$ cat src/rtl/eda_result_streamer.sv
// ---------------------------------------------------------------------------
// eda_result_streamer
//
// Captures the final regional-max result matrix when eda_regional_max pulses
// `done`, then streams it out one row per beat over a valid/ready handshake.
// The matrix is snapshotted on capture. Later changes on matrix_output do not
// reach the rows being streamed.
//
// Parameters
//   M        number of result rows
//   N        number of result columns (bits per row)
//   I_WIDTH  row index width, 2**I_WIDTH >= M
//
// Ports
//   clk            single clock, rising edge
//   reset          synchronous, active-high
//   done           one-cycle pulse: matrix_output is final
//   matrix_output  [M-1:0][N-1:0] result, bit [i][j] marks pixel (i,j)
//   row_valid      row_data / row_idx / row_last are valid
//   row_ready      consumer accepts the current row
//   row_data       captured row row_idx
//   row_idx        index of the row being offered
//   row_last       high with the row where row_idx == M-1
//   busy           a captured frame is not fully drained
//   overrun        sticky: done arrived while busy (cleared only by reset)
//   frame_cnt      completely drained frames, wraps 255 -> 0
// ---------------------------------------------------------------------------
module eda_result_streamer #(
  parameter int M       = 8,
  parameter int N       = 8,
  parameter int I_WIDTH = 3
) (
  input  logic                      clk,
  input  logic                      reset,
  input  logic                      done,
  input  logic [M-1:0][N-1:0]       matrix_output,
  output logic                      row_valid,
  input  logic                      row_ready,
  output logic [N-1:0]              row_data,
  output logic [I_WIDTH-1:0]        row_idx,
  output logic                      row_last,
  output logic                      busy,
  output logic                      overrun,
  output logic [7:0]                frame_cnt
);

  typedef enum logic {
    IDLE = 1'b0,
    SEND = 1'b1
  } state_t;

  localparam logic [I_WIDTH-1:0] LAST_IDX = I_WIDTH'(M - 1);

  state_t                 state_q, state_d;
  logic [M-1:0][N-1:0]    cap_q;
  logic [I_WIDTH-1:0]     ptr_q;
  logic                   overrun_q;
  logic [7:0]             frame_cnt_q;

  // Datapath controls decoded by the next-state logic.
  logic capture;   // snapshot the matrix and start a frame
  logic advance;   // move to the next row
  logic finish;    // last row accepted, frame complete

  // -------------------------------------------------------------------------
  // Next-state / control decode
  // -------------------------------------------------------------------------
  always_comb begin
    // NOTE: every signal driven here gets a default first so that no path
    // leaves one unassigned, which would otherwise infer a latch.
    state_d = state_q;
    capture = 1'b0;
    advance = 1'b0;
    finish  = 1'b0;

    unique case (state_q)
      IDLE: begin
        if (done) begin
          capture = 1'b1;
          state_d = SEND;
        end
      end
      SEND: begin
        // A done seen here is deliberately not acted on. It only raises
        // overrun in the register block.
        if (row_ready) begin
          if (ptr_q == LAST_IDX) begin
            finish  = 1'b1;
            state_d = IDLE;
          end else begin
            advance = 1'b1;
          end
        end
      end
      default: state_d = IDLE;
    endcase
  end

  // -------------------------------------------------------------------------
  // State and datapath registers
  // -------------------------------------------------------------------------
  always_ff @(posedge clk) begin
    // NOTE: sequential state uses non-blocking assignments so every register
    // samples values from before the edge, independent of statement order.
    if (reset) begin
      // NOTE: the capture register is reset as well. Otherwise row_data
      // would show stale pixels after reset and would not read as zero.
      state_q     <= IDLE;
      cap_q       <= '0;
      ptr_q       <= '0;
      overrun_q   <= 1'b0;
      frame_cnt_q <= 8'd0;
    end else begin
      state_q <= state_d;

      if (capture) begin
        cap_q <= matrix_output;
        ptr_q <= '0;
      end

      if (advance) begin
        ptr_q <= ptr_q + I_WIDTH'(1);
      end

      if (finish) begin
        ptr_q       <= '0;
        frame_cnt_q <= frame_cnt_q + 8'd1;
      end

      // Sticky. This includes a done on the cycle of the last transfer.
      if ((state_q == SEND) && done) begin
        overrun_q <= 1'b1;
      end
    end
  end

  // -------------------------------------------------------------------------
  // Outputs
  // -------------------------------------------------------------------------
  assign row_valid = (state_q == SEND);
  assign busy      = (state_q == SEND);
  assign row_idx   = ptr_q;
  assign row_data  = cap_q[ptr_q];
  // Gated by SEND so that M == 1 still gives row_last = 0 out of reset.
  assign row_last  = (state_q == SEND) && (ptr_q == LAST_IDX);
  assign overrun   = overrun_q;
  assign frame_cnt = frame_cnt_q;

endmodule

$ cat config.mk
export PLATFORM = sky130hd
export DESIGN_NAME = eda_result_streamer
export DESIGN_NICKNAME = d
export VERILOG_FILES = /design/src/rtl/eda_result_streamer.sv
export SDC_FILE = /design/constraint.sdc
export NUM_CORES = 1
export LEC_CHECK = 0
export ABC_AREA = 1
export ABC_CLOCK_PERIOD_IN_PS = 1750
export BUFFER_PORTS_ARGS = -buffer_cell sky130_fd_sc_hd__clkbuf_2
export CAP_MARGIN = 10
export CORE_MARGIN = 4
export CORE_UTILIZATION = 50
export DETAILED_ROUTE_END_ITERATION = 8
export MAX_ROUTING_LAYER = met4
export PLACE_DENSITY = 0.84
export SLEW_MARGIN = 20
export SYNTH_ARGS = -nofsm -noshare
export SYNTH_HDL_FRONTEND = slang
export SYNTH_SLANG_ARGS = --single-unit
$ cat constraint.sdc
create_clock -name clk -period 1.75 [get_ports clk]
set_input_delay 0.525 -clock clk [delete_from_list [all_inputs] [get_ports clk]]
set_output_delay 0.525 -clock clk [all_outputs]
set_load 0.02 [all_outputs]
* Word-level counts from Yosys, hierarchy flattened
Cells that the tools add are included.
W data, S select, Z words.
** Word-level totals
- Register bits after elaboration :: 77
- Bits of input ports :: 68
- Output and inout bits :: 23
- Logic and storage cells :: 35
** Cells by class
- $add $sub $neg :: 2
- Magnitude comparators :: 1
- Equal/unequal tests :: 1
- Muxes and demuxes :: 14
- Bitwise logic cells :: 1
- Reductions and logical operators :: 4
** Operator list (number)
- $bmux W8 S3 :: 1
- $mux W1 :: 9
- $add A8 B1 Y8 const B :: 1
- $mux W8 :: 1
- $mux W3 :: 2
- $lt A3 B4 Y1 const B :: 1
- $add A3 B1 Y3 const B :: 1
- $eq A3 B3 Y1 const B :: 1
- $logic_and A1 B1 Y1 :: 2
- $pmux W1 S2 :: 1
- $reduce_bool A2 Y1 :: 1
- $reduce_or A2 Y1 :: 1
- $not A1 Y1 :: 1

* Longest topological paths before layout
Gate-level depths: netlist of run 1.
- Depth in word-level cells :: 5
- Mapped depth :: 8
- Gate-level depth less buffers :: 7

* Least setup slack after synthesis of run 1
OpenSTA, ideal clock, no wires.
- Path kind :: register -> output
- Start :: reg ptr_q[1], in the netlist row_idx[1]
- End :: out row_data[3]
- Arrival time :: 1271 ps
- Required time :: 1225 ps
- Setup slack :: -46 ps
- Stages on the path, launching flop included :: 9
- Path buffers :: 2
- Cell sequence :: dfxtp_1 buf_6 inv_1 buf_4 nor2_1 nand2_1 o21ai_0 nand2_1 nand2_1
** On the way
- Word-level cells in the longest chain between the ends :: 2
** RTL lines
- from (decl) :: RTL line 56 : logic [I_WIDTH-1:0] ptr_q;
- from (signal assigned) :: RTL line 122 : ptr_q <= ptr_q + I_WIDTH'(1);
- $bmux W8 S3 :: RTL line 143 : assign row_data = cap_q[ptr_q];
- $mux W8 (not written as such) :: RTL line 143
- to (decl) :: RTL line 39 : output logic [N-1:0] row_data,
Every way passes these cells. The select of a mux whose other input is x is not followed.

* Worst setup path in the final report of run 1
- Start :: reg ptr_q[0], in the netlist row_idx[0]
- End :: out row_data[7]
The elaborated chain is that of the path after synthesis.

==> results.txt, run 1 <==
TritonCTS built the clock tree. Along the worst path, the maximum fanout reaches 6. The antenna diode count is 0. STA classifies the critical path startpoint as a flop. The shortest clock period the worst path allows after layout came out at around 2.1 ns. The critical path start-end classification is reg2out.

The number of cells after detailed placement is around 700. The worst slack after detailed placement is -0.0381 ns. After the last flow step, the layout net total stands at 690. The total via count after detailed routing came out at around 3.6k. The endpoint arrival time on the critical path is 1.60 ns. The remaining global-route overflow is 0. In this run the cell area of the synthesized design comes to 3520 µm². The worst-skew pair later-pin latency came out at 0.36 ns. In this design, the critical path's most frequently occurring cell is nand2_1.

The number of maximum-capacitance violations is 0. The final number of setup-violating endpoints came out at 9. The number of levels the H-tree was split into is 3. The number of buffers inserted during clock tree synthesis is 9.

Averaged over all synthesized cells, the footprint is slightly below 7 µm². The via count of the first global-routing pass is 3502. The first global-routing pass estimated around 16000 µm of wire. The number of cell rows is 30.

The number of slew-limit violations in the final report is 0. Static timing analysis puts the maximum clock frequency at about 470 MHz. The depth of the most critical reg-to-reg path is 10. The largest single stage delay on the critical path is approximately 0.36 ns. The minimum setup slack in the final design is -0.371 ns. Wires add up to around 9800 µm. The number of instances in the synthesized netlist came out at approximately 520. The number of nets in the synthesized netlist came out at roughly 590. After the first detailed-routing iteration, the DRC count stood at ~270. The post-synthesis cell type count came out at 20. The detail route stage leaves a number of antenna-violating nets equal to 0. The sequential fraction of design power came out at 0.454. The warning count from the yosys run came out at 0. The worst hold slack is around 0.37 ns. The wire length per cell after detailed routing came out at roughly 14 µm. The routed via count divided by cell count is ~5.0.

The worst ir drop on vdd came out at 546 µV. No sink is reached through more buffers than the 2 on the longest clock path. The static power due to leakage is about 2.1 nW. The count of final hold-check violations is 0. The effective utilization at floorplan is 0.515. The proportion of power drawn by the clock network came out at 0.390. The clock sink count is 77. The number of register bits inferred by synthesis is 77. The total area inside the core boundary comes to approximately 6800 µm². The tree is rooted in a clkbuf_8. The worst setup skew after layout is 0.00435 ns. The floorplan step set the die height to just over 90 µm. STA classifies the critical path endpoint as a primary output. The cell-internal power came out at approximately 3.1 mW.

The final reports fail on setup timing. The overall die area is between 8000 and 9000 µm². The worst max-slew margin expressed relative to the limit is 0.756. After clock tree synthesis, the clock-pin slew on the worst setup and hold paths is ~0.080 ns. The run finished, with violations left.

The share of the Yosys chip area taken by registers is 0.438. Summed over all nets, the switching power comes to ~1.1 mW. The areal power density over the cells is ~930 nW/µm². Buffers placed on the I/O ports in this run total 90.

The detailed-router iteration count before antenna repair came out at 4. The number of non-filler instances in the completed layout came out at about 700. The layout overhead on the synthesized area is 29.7%.

The slowest cell on the critical path is dfxtp_4. The total power consumption of the routed design is 4.26 mW. The fraction of power consumed by combinational cells came out at 0.155.

The path class of the tightest hold or removal check is in2reg. Setup total negative slack on the finished layout was measured at -3.06 ns. Setup repair after global routing could not meet its margin everywhere.

The half-perimeter wire length of the detailed placement result came out at a little over 7000 µm. For this run, the total global-route usage over all layers was measured as 0.238. The transition time at the pin with the least slew margin is approximately 0.36 ns. The weighted congestion reported at the end of routability-driven placement came out at ~0.92. Entering global routing, the biggest net connects 72 pins. The critical path goes through buf_12 -> clkbuf_16 -> nor2_1 -> nor2_1 -> nand2_1 -> nand2_1 -> nand2_1 -> nand2_1 -> buf_6. The number of DRC violations after detailed routing is 0.

Of the total power, the share spent switching nets is 0.261. The number of antenna violations at the first check in global routing came out at 0. The post-route fraction of the period consumed by the critical path is 1.21. The die is 91.9 µm wide. In the final layout, the share of cells above drive strength 1 is 0.253. The data required time of the critical path is 1.22 ns. In this run the count of I/O pins placed on the die edge is a little over 90.

The hold path depth came out at 2.
per-stage QoR:
step,util,cell area [µm²]
detailed placement,0.602,4110
CTS,0.643,4390
floorplan,-,3520
global route,0.668,4560
global placement,0.602,4110
finish,0.668,4560
sequential cells by signal, indices dropped and copies added, names as in the netlist:
register / flops
cap_q: 64
frame_cnt: 8
row_idx: 3
busy: 1
overrun: 1
synth_stat cells:
master	instances	share of area
buf_4	8	0.017
nor2_4	3	0.0096
inv_1	33	0.035
buf_2	7	0.010
nor2_1	150	0.16
clkbuf_2	4	0.0057
nand3_4	1	0.0050
or2_0	1	0.0018
nand2_1	98	0.10
nor3b_1	1	0.0021
inv_2	1	0.0011
nand3_1	9	0.013
inv_6	1	0.0025
o21ai_0	56	0.080
a21oi_1	33	0.047
clkbuf_1	8	0.0085
o21ai_1	25	0.036
dfxtp_1	77	0.44
buf_6	4	0.013
ha_1	3	0.011
layout by cell type, fill, tap and decap left out, types with 2 or more instances in the layout:
cell,count
nor2_2,10
nand2_2,3
clkinv_4,2
nand3_1,8
inv_1,33
buf_6,8
buf_12,5
ha_2,2
dfxtp_1,75
clkbuf_8,11
nor2_1,137
clkbuf_2,81
buf_4,19
a21oi_1,33
nand2_1,95
bufinv_16,3
o21ai_1,33
o21ai_0,48
nor2_4,6
cells by family after synthesis:
family / after synthesis / synth area share
adder cells (fa/ha/maj): 3 / 0.0107
AO/OA/AOI/OAI: 114 / 0.162
AND/OR/NAND/NOR: 263 / 0.296
flip-flops: 77 / 0.438
buffers and inverters: 66 / 0.0928
what timing repair did:
item / CTS / global route
resized for setup: 11 / 54
setup endpoints to repair: 9 / 14
buffers inserted: 0 / 2
gates cloned: 0 / 1
hold buffers: 0 / 0
pin swaps: 0 / 10
cell type report:
type	count	area [µm²]
tap	96	120
sequential	77	1550
clock buffer	11	141
timing repair buffer	116	792
multi-input combinational	380	1710
fill	616	2270
clock inverter	5	108
inverter	35	139
path summary, 6_finish.rpt:
check,from,slack [ns],to
setup / recovery,row_idx[0]$_SDFFE_PP0P_,-0.37,row_data[7]
hold / removal,reset,0.37,frame_cnt[1]$_SDFFE_PP0P_
setup reg to reg,row_idx[0]$_SDFFE_PP0P_,0.08,frame_cnt[5]$_SDFFE_PP0P_
hold reg to reg,cap_q[56]$_SDFFE_PP0P_,0.46,cap_q[56]$_SDFFE_PP0P_
per-layer routing:
metal | vias to the layer above | track usage | wire, µm
met5 | - | - | 0
met2 | 113 | 0.389 | 4670
met3 | 17 | 0.0459 | 595
li1 | 1838 | - | -
met4 | 0 | 0.0879 | 206
met1 | 1631 | 0.294 | 4330
power groups by stage:
stage               combinational (mW)  sequential, mW  clock, mW
detailed placement               0.581            1.97          0
global placement                 0.569            1.97          0
CTS                              0.600            1.93       1.69
global route                     0.743            1.95       1.74
floorplan                        0.376            1.96          0
finish                           0.662            1.94       1.66
worst max-delay path, delay by kind of cell, from the launching register on:
kind                   cells  cell delay (ns)
buffers and inverters      3             0.43
DFF                        1             0.36
and+or+nand+nor            6             0.46
No activity file was read; power rests on OpenSTA's default activity.
==> run 2, diff against run 1 <==
--- a/config.mk
+++ b/config.mk
@@ -14,6 +14,7 @@
 export DETAILED_ROUTE_END_ITERATION = 8
 export MAX_ROUTING_LAYER = met4
 export PLACE_DENSITY = 0.84
+export RECOVER_POWER = 100
 export SLEW_MARGIN = 20
 export SYNTH_ARGS = -nofsm -noshare
 export SYNTH_HDL_FRONTEND = slang
==> results.txt, run 2 (synthesis results as in run 1) <==
Counting every sink on the clock net gives 77. The number of slew-limit violations in the final report came out at 0. The category of the worst setup path capture point is a primary output. The tightest min-delay check is of the in2reg type. The number of antenna violations at the first check in global routing came out at 0. More flip-flops sit in one register than any other, and that register is cap_q. The post-route fraction of the period consumed by the critical path is 1.21. The first routing iteration left ~290 violations.

In this run the worst path has a maximum fanout of 6. The worst setup path is of the reg2out kind. The total non-filler cell area in the finished layout is between 4000 and 5000 µm². The transition time at the pin with the least slew margin came out at about 0.67 ns. The shortest clock period the worst path allows after layout is approximately 2.1 ns. Entering global routing, the biggest net connects slightly above 70 pins.

After detailed routing, the number of remaining DRC violations is 0. The first-pass GRT wire length came out at about 16000 µm. Once placement finished, the instance area stood at ~4000 µm². The clock tree buffer depth is 2. The run finished, with violations left. The slowest cell on the critical path is dfxtp_4. The critical path goes through buf_12 -> clkbuf_16 -> nor2_1 -> nor2_1 -> nand2_1 -> nand2_1 -> nand2_1 -> nand2_1 -> buf_6. Data on the critical path arrives at its endpoint at 1.59 ns. The effective utilization at floorplan came out at 0.515. The number of levels the H-tree was split into came out at 3. Buffers placed on the I/O ports in this run total 90. In this design, the critical path's most frequently occurring cell is nand2_1.

The ratio of cells with drive above 1 in the final layout is 0.240. Across the run, the number of max-cap violations was 0. The floorplan core area came out at slightly below 7000 µm². The tree is rooted in a clkbuf_8. The most common cell after layout, fill and taps aside is nor2_1. After filler insertion, the fill cell instance count of the layout stands at roughly 620. The cell class contributing the biggest share of worst-path delay is simple AND/OR/NAND/NOR gates. The final reports fail on setup timing.

The layout net count is between 600 and 700. The areal power density over the cells is 937 nW/µm². The highest cell delay on the worst timing path is around 0.36 ns. VDD sags by at most about 550 µV.

In this run the static leakage power is 2.07 nW. The total power consumption of the routed design is 4.24 mW. The global routing usage summed across all routing layers is 0.238. The die extent in y is between 90 and 100 µm. Setup repair after global routing could not meet its margin everywhere. The floorplan has 30 rows. The data required time of the critical path came out at approximately 1.2 ns. The maximum achievable frequency came out at about 470 MHz. The worst-skew pair later-pin latency came out at 0.35 ns.

TritonCTS built the clock tree. The remaining global-route overflow came out at 0. After detailed routing, the total wire length is approximately 9800 µm. Once detail routing completed, the nets flagged for antenna violations numbered 0. The worst pin sits at a relative slew slack of 0.555. The number of buffers inserted during clock tree synthesis came out at 9. The clock transition at the registers of the reported paths is ~0.080 ns. The worst slack after detailed placement came out at -0.0381 ns.

Setup violations remaining at the end of the flow were counted as 9. The half-perimeter wire length of the detailed placement result is between 7000 and 8000 µm. The worst hold slack is 0.376 ns. The die extent in x is just over 90 µm. Using the TritonRoute via totals, the vias-per-cell ratio works out to approximately 5.0.

The number of antenna diodes in the final layout is 0. The post-route setup TNS came out at -3.02 ns. Routability-driven placement finished with a final weighted congestion of between 0.9 and 1. STA classifies the critical path startpoint as a flop. The top cell types in the final layout, fill and taps aside, are nor2_1 (138), nand2_1 (95), dfxtp_1 (75), clkbuf_2 (75), o21ai_0 (56). The wire length per cell after detailed routing is 13.7 µm. The count of final hold-check violations is 0. Before antenna repair, the detailed router went through 4 iterations.

Across all setup checks in the final design, the least slack found is -0.369 ns. During I/O placement, the number of pins put on the boundary was a little over 90. Summing over every cut layer, the via total after detailed routing is between 3k and 4k. The number of buffers inserted by hold repair at cts came out at 0.

The via count of the first global-routing pass came out at 3502. The number of flip-flops in the largest register came out at 64. The layout overhead on the synthesized area came out at 28.9%. The floorplan step defined a die boundary enclosing about 8400 µm².

On the final layout, the worst clock skew is between 0.005 and 0.006 ns. Counting both buffers and inverters, the worst setup path holds a total of 3.
## run 2: path summary, 6_finish.rpt
path,start,to,slack (ns),cells after the start
worst max register to register,busy$_SDFF_PP0_,row_idx[0]$_SDFFE_PP0P_,0.06,5
worst max-delay path,row_idx[0]$_SDFFE_PP0P_,row_data[7],-0.37,9
worst min register to register,cap_q[58]$_SDFFE_PP0P_,cap_q[58]$_SDFFE_PP0P_,0.46,2
worst min-delay path,reset,frame_cnt[1]$_SDFFE_PP0P_,0.38,2
## run 2: where the power goes
part	total, mW	leakage (nW)	switching [mW]	internal, mW
sequential	1.93	0.637	0.0632	1.87
clock	1.66	0.124	0.665	0.992
combinational	0.654	1.31	0.376	0.278
## run 2: metrics by stage
stage	std cells	utilization
3_3_place_gp	701	0.602
6_report	720	0.663
3_5_place_dp	701	0.602
2_1_floorplan	523	-
5_1_grt	720	0.663
4_1_cts	717	0.643
## run 2: what timing repair did
item	in CTS	in global routing
gates cloned	0	1
pin swaps	0	10
resized for setup	11	54
setup endpoints to repair	9	14
buffers inserted	0	2
## run 2: area by class of cell
class,instances,area (µm²),share of cell area
inverter,35,134,0.0295
clock inverter,5,108,0.0237
sequential,77,1550,0.341
tap,96,120,0.0265
timing repair buffer,116,776,0.171
multi-input combinational,380,1710,0.377
clock buffer,11,141,0.0312
## run 2: worst reg2reg max path, stage by stage, from the launching register on
cell and delay, ns:
dfxtp_1 0.50, nor2_1 0.13, inv_2 0.51, buf_8 0.25, nand3_1 0.09, a21oi_1 0.14
## run 2: routing by layer
metal / global-route usage / vias to the layer above / routed length (µm)
met1: 0.294 / 1630 / 4390
met5: - / - / 0
met4: 0.0879 / 0 / 182
met3: 0.0459 / 15 / 548
li1: - / 1838 / -
met2: 0.389 / 106 / 4710
==> run 3, diff against run 2 <==
--- a/config.mk
+++ b/config.mk
@@ -5,7 +5,6 @@
 export SDC_FILE = /design/constraint.sdc
 export NUM_CORES = 1
 export LEC_CHECK = 0
-export ABC_AREA = 1
 export ABC_CLOCK_PERIOD_IN_PS = 1750
 export BUFFER_PORTS_ARGS = -buffer_cell sky130_fd_sc_hd__clkbuf_2
 export CAP_MARGIN = 10
@@ -13,7 +12,7 @@
 export CORE_UTILIZATION = 50
 export DETAILED_ROUTE_END_ITERATION = 8
 export MAX_ROUTING_LAYER = met4
-export PLACE_DENSITY = 0.84
+export PLACE_DENSITY = 0.85
 export RECOVER_POWER = 100
 export SLEW_MARGIN = 20
 export SYNTH_ARGS = -nofsm -noshare
==> results.txt, run 3 <==
For this block, the initial DRC count from the detailed router was ~220. The data required time of the critical path came out at ~1.2 ns. cap_q holds more flip-flops than any other register.

Across the run, the number of max-cap violations was 0. The final reports fail on setup timing. The end-of-flow core utilization is 0.666. The most common cell after layout, fill and taps aside is nand2_1. The weighted congestion reported at the end of routability-driven placement came out at just over 0.8. The number of non-filler instances in the completed layout is around 540. The floorplan step set the die width to 89.5 µm. The number of DRC violations after detailed routing is 0. After floorplanning, the core was sized to cover around 6400 µm². The category of the worst setup path capture point is a primary output. The fraction of power spent switching nets came out at 0.267. The TritonCTS clock tree is done. The ratio of cells with drive above 1 in the final layout came out at 0.320. The layout net count came out at ~530.

The number of nets in the synthesized netlist is around 450. On the critical path, the stage with the largest delay is an instance of mux4_2. The cell-internal power came out at 2.69 mW. The highest cell delay on the worst timing path is about 0.5 ns.

The clock tree buffer depth came out at 2. The repair_antennas step left the layout with diodes totalling 0. In the final routed layout, each cell accounts on average for around 15 µm.

Of the post-synthesis cell area, the dominant cell type holds 0.464. The flow ran to the end, but the final reports show violations. The number of cells after detailed placement is ~520. Setup violations remaining at the end of the flow were counted as 18. The sequential fraction of the synthesis area came out at 0.464.

The first-pass GRT wire length came out at about 13000 µm. The number of buffers added on ports is 90. The proportion of power drawn by the clock network came out at 0.350. Clock tree synthesis selected as its root buffer the cell clkbuf_8.

Among all flip-flop cells after synthesis, the most frequent one is dfxtp_1. The H-tree generated during clock tree synthesis spans 3 levels. The routed via count divided by cell count came out at 5.38. Of the total power, combinational logic draws 0.132.

The via count of the first global-routing pass came out at 2919. Each instance of the synthesized netlist takes up on average about 9 µm². The netlist area before placement is 3320 µm². The net switching component of the power is slightly below 1 mW.

The floorplan step defined a die boundary enclosing roughly 8000 µm². The total non-filler cell area in the finished layout came out at ~4300 µm². The commonest cells after synthesis are nand2_1 (131), dfxtp_1 (77), a21oi_1 (72). Counting distinct cell types in the post-synthesis netlist gives 32. The worst reg2reg path startpoint is row_idx[0]$_SDFFE_PP0P_.

The share of async-settable or async-resettable flops after synthesis came out at 0. During synthesis, Yosys emitted a total of 0 warnings. The global routing usage summed across all routing layers came out at 0.224. The first detailed-routing pass ran for 4 iterations. The worst setup skew after layout is between 0.006 and 0.007 ns. The critical path goes through buf_12 -> mux4_2 -> mux2_4 -> buf_8. The number of clock buffers added by TritonCTS is 9. The worst max-slew margin expressed relative to the limit is 0.789. The total wire length came out at about 8300 µm.

The total overflow left after global routing is 0. The most common cell in the netlist is nand2_1. The I/O pin count is 91. The endpoint arrival time on the critical path is 1.83 ns. Of all nets on the critical path, the largest fanout is 6. By startpoint and endpoint, the worst setup path is classified as reg2out. The total via count after detailed routing came out at approximately 3k.

The worst-skew pair later-pin latency came out at 0.34 ns. The worst ir drop on vdd is about 630 µV. In this run the most critical hold path is launched from matrix_output[45].

The count of final hold-check violations came out at 0. The layout overhead on the synthesized area is 28.1%. Power spread over the standard cell area amounts to around 860 nW/µm². The number of antenna violations at the first check in global routing came out at 0. After clock tree synthesis, the clock-pin slew on the worst setup and hold paths is around 0.090 ns. The post-place instance area came out at 3870 µm².

Setup repair after global routing could not meet its margin everywhere. The shortest clock period the worst path allows after layout came out at 2.35 ns. By area the synthesized netlist is led by dfxtp_1 (46%), nand2_1 (15%), a21oi_1 (11%). The number of buffers inserted by hold repair at cts is 0. The clock sink count came out at just under 80.

The die extent in y came out at 89.5 µm. The effective utilization at floorplan is 0.520. The number of slew-limit violations in the final report is 0. The number of register bits inferred by synthesis is just under 80. The sequential fraction of design power came out at 0.518.

The number of enable-type register cells in the synthesized netlist is 0. The post-route fraction of the period consumed by the critical path is 1.34. The layout filler cell count came out at between 500 and 600. The cell taking the most area after synthesis is dfxtp_1. The transition time at the pin with the least slew margin is about 0.32 ns.

The total power consumption of the routed design came out at between 3 and 4 mW. The floorplan has 29 rows. The number of instances in the synthesized netlist came out at roughly 370. The worst hold path belongs to the class in2reg. The static power due to leakage came out at 1.70 nW.

The kind of start point of the critical path is a flop. The half-perimeter wire length of the detailed placement result came out at ~5700 µm. The worst slack after detailed placement is -0.340 ns.

The number of routed nets with antenna violations is 0. Leaving out fill and tap cells, the most frequent cells in the layout are nand2_1 (131), dfxtp_1 (75), clkbuf_2 (71). The timing startpoint of the critical path is row_idx[0]$_SDFFE_PP0P_. The post-route setup TNS came out at -5.90 ns.

The maximum number of pins on one net before global-route repair came out at 65. After layout, the worst setup slack is -0.601 ns. The maximum achievable frequency is approximately 430 MHz.

The number of flip-flops in the largest register is 64. The worst hold slack is around 0.4 ns.
## run 3: cell families after synthesis
| logic type | share of synthesized area |
|---|---|
| flip-flops | 0.464 |
| adder cells (fa/ha/maj) | 0.0113 |
| multiplexers | 0.160 |
| AND/OR/NAND/NOR | 0.195 |
| XOR/XNOR | 0.00528 |
| AO/OA/AOI/OAI | 0.116 |
| buffers and inverters | 0.0482 |
## run 3: worst max-delay path: cells and delay by family, from the launching register on
family	cells	cell delay [ns]
buffers and inverters	2	0.27
flip-flops	1	0.42
multiplexers	2	0.79
## run 3: final cells by class
class,count,area [µm²],share of cell area
multi-input cells,265,1680,0.395
flip-flops and latches,77,1550,0.364
well taps,77,96.3,0.0227
inverters,2,7.51,0.00177
repair buffers,105,727,0.171
clock inverters,6,46.3,0.0109
clock buffers,10,149,0.0350
## run 3: timing repair
item,CTS,global route
buffers inserted,2,2
gates resized for setup,38,19
setup endpoints to repair,15,15
pin swaps,2,1
cloned,1,0
## run 3: worst paths after layout
check	cells after the start	slack, ns	to
max	4	-0.60	row_data[0]
min	3	0.39	cap_q[45]$_SDFFE_PP0P_
max reg2reg	8	-0.16	frame_cnt[3]$_SDFFE_PP0P_
min reg2reg	2	0.45	cap_q[55]$_SDFFE_PP0P_
## run 3: power groups by stage
stage / Clock, mW / Combinational, mW / Sequential (mW)
2_1_floorplan: 0 / 0.282 / 1.91
3_3_place_gp: 0 / 0.416 / 1.94
3_5_place_dp: 0 / 0.427 / 1.94
4_1_cts: 1.29 / 0.481 / 1.90
5_1_grt: 1.38 / 0.536 / 1.90
6_report: 1.28 / 0.484 / 1.90
## run 3: metal layers
layer / up-vias / wire [µm] / global-route usage
met2: 94 / 4490 / 0.396
met1: 1368 / 3170 / 0.248
met3: 15 / 465 / 0.0433
met4: 0 / 157 / 0.0866
met5: - / 0 / -
li1: 1440 / - / -
